==> src/rtl/cpu_pkg.sv <==
// cpu_pkg: shared decode constants and operand-source selection for the ARM-subset CPU
package cpu_pkg;
    localparam logic [2:0] CLASS_LDST = 3'b010;
    localparam int RN_LSB = 16;
    localparam int RD_LSB = 12;
    localparam int RM_LSB = 0;
    localparam int PC_OFFSET_DEF = 8;

    typedef enum logic [1:0] {SEL_PC, SEL_EX, SEL_WB, SEL_RF} opsel_e;

    function automatic opsel_e op_sel(input logic is_pc, input logic ex_hit, input logic wb_hit);
        return is_pc ? SEL_PC : ex_hit ? SEL_EX : wb_hit ? SEL_WB : SEL_RF;
    endfunction
endpackage

==> src/rtl/regfile_p.sv <==
// regfile_p: register file with two async read ports, one sync write port and PC-slot write inhibit
module regfile_p #(
    parameter int DATA_W = 32,
    parameter int NUM_REGS = 16,
    localparam int ADDR_W = $clog2(NUM_REGS)
) (
    input  logic              clk,
    input  logic              reset,
    input  logic              we,
    input  logic [ADDR_W-1:0] waddr,
    input  logic [DATA_W-1:0] wdata,
    input  logic [ADDR_W-1:0] ra1,
    input  logic [ADDR_W-1:0] ra2,
    output logic [DATA_W-1:0] rd1,
    output logic [DATA_W-1:0] rd2
);
    localparam logic [ADDR_W-1:0] PC_IDX = ADDR_W'(NUM_REGS - 1);

    logic [DATA_W-1:0] mem [NUM_REGS];

    // write port; the PC slot is never stored here, it comes from pc_i
    always_ff @(posedge clk or posedge reset) begin
        if (reset) begin
            for (int i = 0; i < NUM_REGS; i++) mem[i] <= '0;
        end else if (we && waddr != PC_IDX) begin
            mem[waddr] <= wdata;
        end
    end

    assign rd1 = mem[ra1];
    assign rd2 = mem[ra2];
endmodule

==> src/rtl/decode_regread_fwd_r.sv <==
// decode_regread_fwd_r: decode/register-read stage with forwarding, load-use bubbles and ID/EX register
module decode_regread_fwd_r
    import cpu_pkg::*;
#(
    parameter int DATA_W = 32,
    parameter int NUM_REGS = 16,
    parameter int PC_OFFSET = PC_OFFSET_DEF,
    localparam int ADDR_W = $clog2(NUM_REGS)
) (
    input  logic              clk,
    input  logic              reset,
    input  logic [DATA_W-1:0] pc_i,
    input  logic [31:0]       inst_i,
    input  logic              valid_i,
    input  logic              flush_i,
    input  logic              stall_i,
    input  logic              wb_en_i,
    input  logic [ADDR_W-1:0] wb_addr_i,
    input  logic [DATA_W-1:0] wb_data_i,
    input  logic              ex_en_i,
    input  logic [ADDR_W-1:0] ex_addr_i,
    input  logic [DATA_W-1:0] ex_data_i,
    input  logic              ex_is_load_i,
    output logic              stall_o,
    output logic              valid_o,
    output logic [31:0]       inst_o,
    output logic [DATA_W-1:0] pc_o,
    output logic [DATA_W-1:0] r1_o,
    output logic [DATA_W-1:0] r2_o
);
    localparam logic [ADDR_W-1:0] PC_IDX = ADDR_W'(NUM_REGS - 1);

    logic [ADDR_W-1:0] a1, a2;
    logic [DATA_W-1:0] rf1, rf2, pc_op, r1, r2;
    opsel_e            s1, s2;
    logic              hz;

    // loads/stores use Rd as their second value source (store data), others use Rm
    assign a2 = inst_i[RN_LSB +: ADDR_W];
    assign a1 = (inst_i[27:25] == CLASS_LDST) ? inst_i[RD_LSB +: ADDR_W] : inst_i[RM_LSB +: ADDR_W];
    assign pc_op = pc_i + DATA_W'(PC_OFFSET);

    regfile_p #(.DATA_W(DATA_W), .NUM_REGS(NUM_REGS)) u_rf (
        .clk(clk), .reset(reset), .we(wb_en_i), .waddr(wb_addr_i), .wdata(wb_data_i),
        .ra1(a1), .ra2(a2), .rd1(rf1), .rd2(rf2)
    );

    // operand resolution: PC, then EX forward, then same-cycle WB bypass, then register file
    always_comb begin
        s1 = op_sel(a1 == PC_IDX, ex_en_i && ex_addr_i == a1, wb_en_i && wb_addr_i == a1);
        s2 = op_sel(a2 == PC_IDX, ex_en_i && ex_addr_i == a2, wb_en_i && wb_addr_i == a2);
        r1 = s1 == SEL_PC ? pc_op : s1 == SEL_EX ? ex_data_i : s1 == SEL_WB ? wb_data_i : rf1;
        r2 = s2 == SEL_PC ? pc_op : s2 == SEL_EX ? ex_data_i : s2 == SEL_WB ? wb_data_i : rf2;
    end

    assign hz = valid_i && ex_en_i && ex_is_load_i && ex_addr_i != PC_IDX &&
                (ex_addr_i == a1 || ex_addr_i == a2);
    assign stall_o = stall_i || (hz && !flush_i);

    // ID/EX boundary: flush beats stall, stall holds everything, hazard inserts a bubble
    always_ff @(posedge clk or posedge reset) begin
        if (reset) begin
            valid_o <= 1'b0;
            inst_o  <= '0;
            pc_o    <= '0;
            r1_o    <= '0;
            r2_o    <= '0;
        end else if (flush_i) begin
            valid_o <= 1'b0;
        end else if (!stall_i) begin
            if (hz) begin
                valid_o <= 1'b0;
            end else begin
                valid_o <= valid_i;
                inst_o  <= inst_i;
                pc_o    <= pc_i;
                r1_o    <= r1;
                r2_o    <= r2;
            end
        end
    end
endmodule

==> config.mk <==
export PLATFORM = sky130hd
export DESIGN_NAME = decode_regread_fwd_r
export DESIGN_NICKNAME = d
export VERILOG_FILES = /design/src/rtl/cpu_pkg.sv /design/src/rtl/regfile_p.sv /design/src/rtl/decode_regread_fwd_r.sv
export SDC_FILE = /design/constraint.sdc
export NUM_CORES = 2
export LEC_CHECK = 0
export ABC_CLOCK_PERIOD_IN_PS = 42900
export CAP_MARGIN = 15
export CORE_MARGIN = 5
export CORE_UTILIZATION = 35
export DETAILED_ROUTE_END_ITERATION = 10
export SETUP_SLACK_MARGIN = 0.02
export SYNTH_ARGS = -nofsm -noshare
export SYNTH_HDL_FRONTEND = slang
export SYNTH_HIERARCHICAL = 1
export SYNTH_SLANG_ARGS = --single-unit
==> constraint.sdc <==
create_clock -name clk -period 42.9 [get_ports clk]
set_input_delay 8.58 -clock clk [delete_from_list [all_inputs] [get_ports clk]]
set_output_delay 8.58 -clock clk [all_outputs]
set_load 0.01 [all_outputs]
==> out/metrics.yaml <==
outcome:
  outcome: "complete, no violations"
die:
  die_x_um: 322.8
  die-area_um2: 104200
  row_count: 114
  io_pins: 274
  die-height_um: 322.8
  initial_core_util_pct: 35.35
  core_area_um2: 96850
sta:
  hold-worst-slack_ns: 0.3933
  finClkSkew_ns: 0.02679
  fmax_mhz: 49.47
  timing.slew.headroom_pct: 21.81
  post-route-period-util_pct: 47.12
  hold_violations: 0
  slew_viol_final: 0
  finalSetupTns_ns: 0
  period_needed_ns: 20.21
  worst_slack_ns: 22.69
  setup_viol: 0
  worst_pin_slew_ns: 1.173
  rsz0062_at_grt: "no"
synth:
  avgSynthCellArea_um2: 14.08
  synth.most_common_cell: "dfrtp_1"
  synth.area.top_cells: "dfrtp_1 (47%), mux4_2 (17%), mux2_2 (16%)"
  synth_cells: 2432
  yosys.area.top_type_share_pct: 46.86
  synth_edf_count: 0
  muxShareOfSynthArea_pct: 36.49
  ys_ff_latch: 641
  synth_top_family_by_area: "multiplexers"
  async_flop_share_pct: 100.0
  yosysSeqAreaShare_pct: 46.86
  yosys.area_share.simple_pct: 4.247
  synth.top_cells.by_count: "dfrtp_1 (641), mux2_2 (478), mux4_2 (256), clkbuf_1 (155), a22oi_1 (128)"
  synth_nets: 2577
  synth_xor_xnor_area_share_pct: 0.9466
  synth_ff_type: "dfrtp_1"
  yosys.cell_types.count: 62
  yosysWarnings: 6
  syn-cell-area_um2: 34230
  synthAdderAreaFrac_pct: 0.03655
  synth-compound-area-share_pct: 7.430
  synth_top_cell_by_area: "dfrtp_1"
global_route:
  grt_max_degree: 137
  grt_pass1_vias: 24759
  grt_use_total_pct: 21.10
  grt_pass1_wl_um: 166100
  antenna_found_initial: 4
  grt_overflow: 0
finish:
  nets: 2710
  fin_cells: 3890
  area_growth_pct: 17.27
  nFillCells: 8702
  drive_above_1_share_pct: 38.67
  design_area_um2: 40150
critical_path:
  cp-start-kind: "input pin"
  cp.required_ns: 34.32
  crit_path_end_kind: "primary output"
  critPathArrivalTime_ns: 11.63
  critPathMaxFanout: 9
  worstSetupPathType: "in2out"
place:
  dp.cells: 3771
  gp_congestion: 0.8461
  io_buffers: 273
  placed_area_um2: 37890
  place_ws_ns: 22.79
  dp_hpwl_um: 66930
clock_network:
  clk_pin_slew_ns: 0.06
  ctsHoldBuffers: 0
  post_cts_buffers: 0
  cts_tree: "built"
  ctsHtreeMaxLevel: 3
  numClockSinks: 641
  root_buffer: "clkbuf_16"
  clk_latency_ns: 0.62
  cts_inserted_buffers: 66
  cts_resized: 0
  cts_buffer_depth: 3
hold_path:
  min_path_type: "reg2reg"
routing:
  via_per_inst: 5.994
  first_pass_iters: 5
  dr.first_iter.drc_count: 1897
  met1Wirelength_um: 44990
  dr.max_layer_used: "met5"
  route.detailed.drc: 0
  post_drt_wl_per_cell_um: 28.72
  wirelength_um: 111700
  drtAntennaViolNets: 0
  route.met3.wl_um: 8244
  vias: 23315
  wl_met2_um: 53990
flow_run:
  drv_cap: 0
power_and_ir_drop:
  ir_drop_v: 0.00002706
  p_per_area_nw_per_um2: 47.43
  p_leak_uw: 0.01635
-- placed cells by master (no fill, tap or decap), types with 11 or more instances in the layout --
| master | Yosys | routed |
|---|---|---|
| o21ai_0 | 42 | 42 |
| mux2_4 | 61 | 61 |
| dfrtp_1 | 641 | 641 |
| a221oi_1 | 11 | 11 |
| o22ai_1 | 24 | 24 |
| nor2_1 | 40 | 35 |
| inv_1 | 34 | 31 |
| mux2_2 | 478 | 478 |
| nor3_1 | 11 | 11 |
| clkinv_2 | 0 | 12 |
| a221oi_2 | 21 | 21 |
| mux4_2 | 256 | 256 |
| a2bb2oi_1 | 15 | 15 |
| xnor2_1 | 30 | 30 |
| nand3_1 | 38 | 36 |
| nand2_1 | 106 | 104 |
| nand4_1 | 20 | 20 |
| buf_4 | 16 | 52 |
| mux2i_1 | 35 | 34 |
| clkdlybuf4s50_1 | 0 | 271 |
| clkbuf_8 | 0 | 12 |
| clkbuf_1 | 155 | 14 |
| clkbuf_16 | 0 | 69 |
| a21oi_1 | 30 | 29 |
| a22oi_1 | 128 | 128 |
-- layer usage --
metal,up-vias,track usage (%)
met5,-,0
met4,4,8.415
met3,268,3.997
met2,1026,35.33
met1,12408,27.24
li1,9609,-
-- worst paths after layout --
kind	start	end	slack [ns]	depth (start not counted)
setup / recovery	inst_i[26]	stall_o	22.69	7
hold / removal	u_rf/mem[24]	u_rf/mem[24]	0.39	0
setup reg to reg	u_rf/mem[234]	r1_o[10]	40.67	5
hold reg to reg	u_rf/mem[24]	u_rf/mem[24]	0.39	0
max in group asynchronous	reset	u_rf/mem[119]	31.03	6
min in group asynchronous	reset	inst_o[23]	8.53	2
-- state kept, by name (all words and copies together), names as in the netlist --
signal and cells:
inst_o 32, pc_o 32, valid_o 1, r2_o 32, r1_o 32, u_rf/mem 512
-- cell type report --
type                       count  area [µm²]  area share [%]
antenna                        2       5.005         0.01247
clock buffer                  94        1931           4.809
clock inverter                21       265.3          0.6607
inverter                      34       147.6          0.3678
multi-input combinational   1496       16990           42.32
sequential                   641       16040           39.96
tap                         1276        1597           3.977
timing repair buffer         326        3172           7.901
-- cell families (layout without fill, tap and decap cells) --
kind of cell               Yosys count  count (layout)
AOI/OAI and AO/OA                  333             333
xor gates and xnor gates            37              37
adders and majority gates            1               1
buffers and inverters              295             475
DFF                                641             641
muxes                              836             836
other                                0               2
and+or+nand+nor                    289             289
-- through the flow --
stage / utilization (%) / power [µW]
6_report: 41.45 / 1904
5_1_grt: 41.45 / 1987
4_1_cts: 41.39 / 1915
3_5_place_dp: 39.12 / 1315
3_3_place_gp: 39.12 / 1287
2_1_floorplan: - / 1136
-- report_power, final --
group	total (µW)	switching, µW	internal, µW
Sequential	827	92.3	734
Combinational	482	197	285
Clock	595	246	349
Total	1900	535	1370
-- critical path, stage by stage --
cell and delay, ns:
clkdlybuf4s50_1 0.50, or3b_1 0.63, mux2i_4 0.40, a2bb2oi_1 0.45, a21oi_1 0.18, o31ai_1 0.27
clkdlybuf4s50_1 0.61
(Power assumes the default switching activity.)
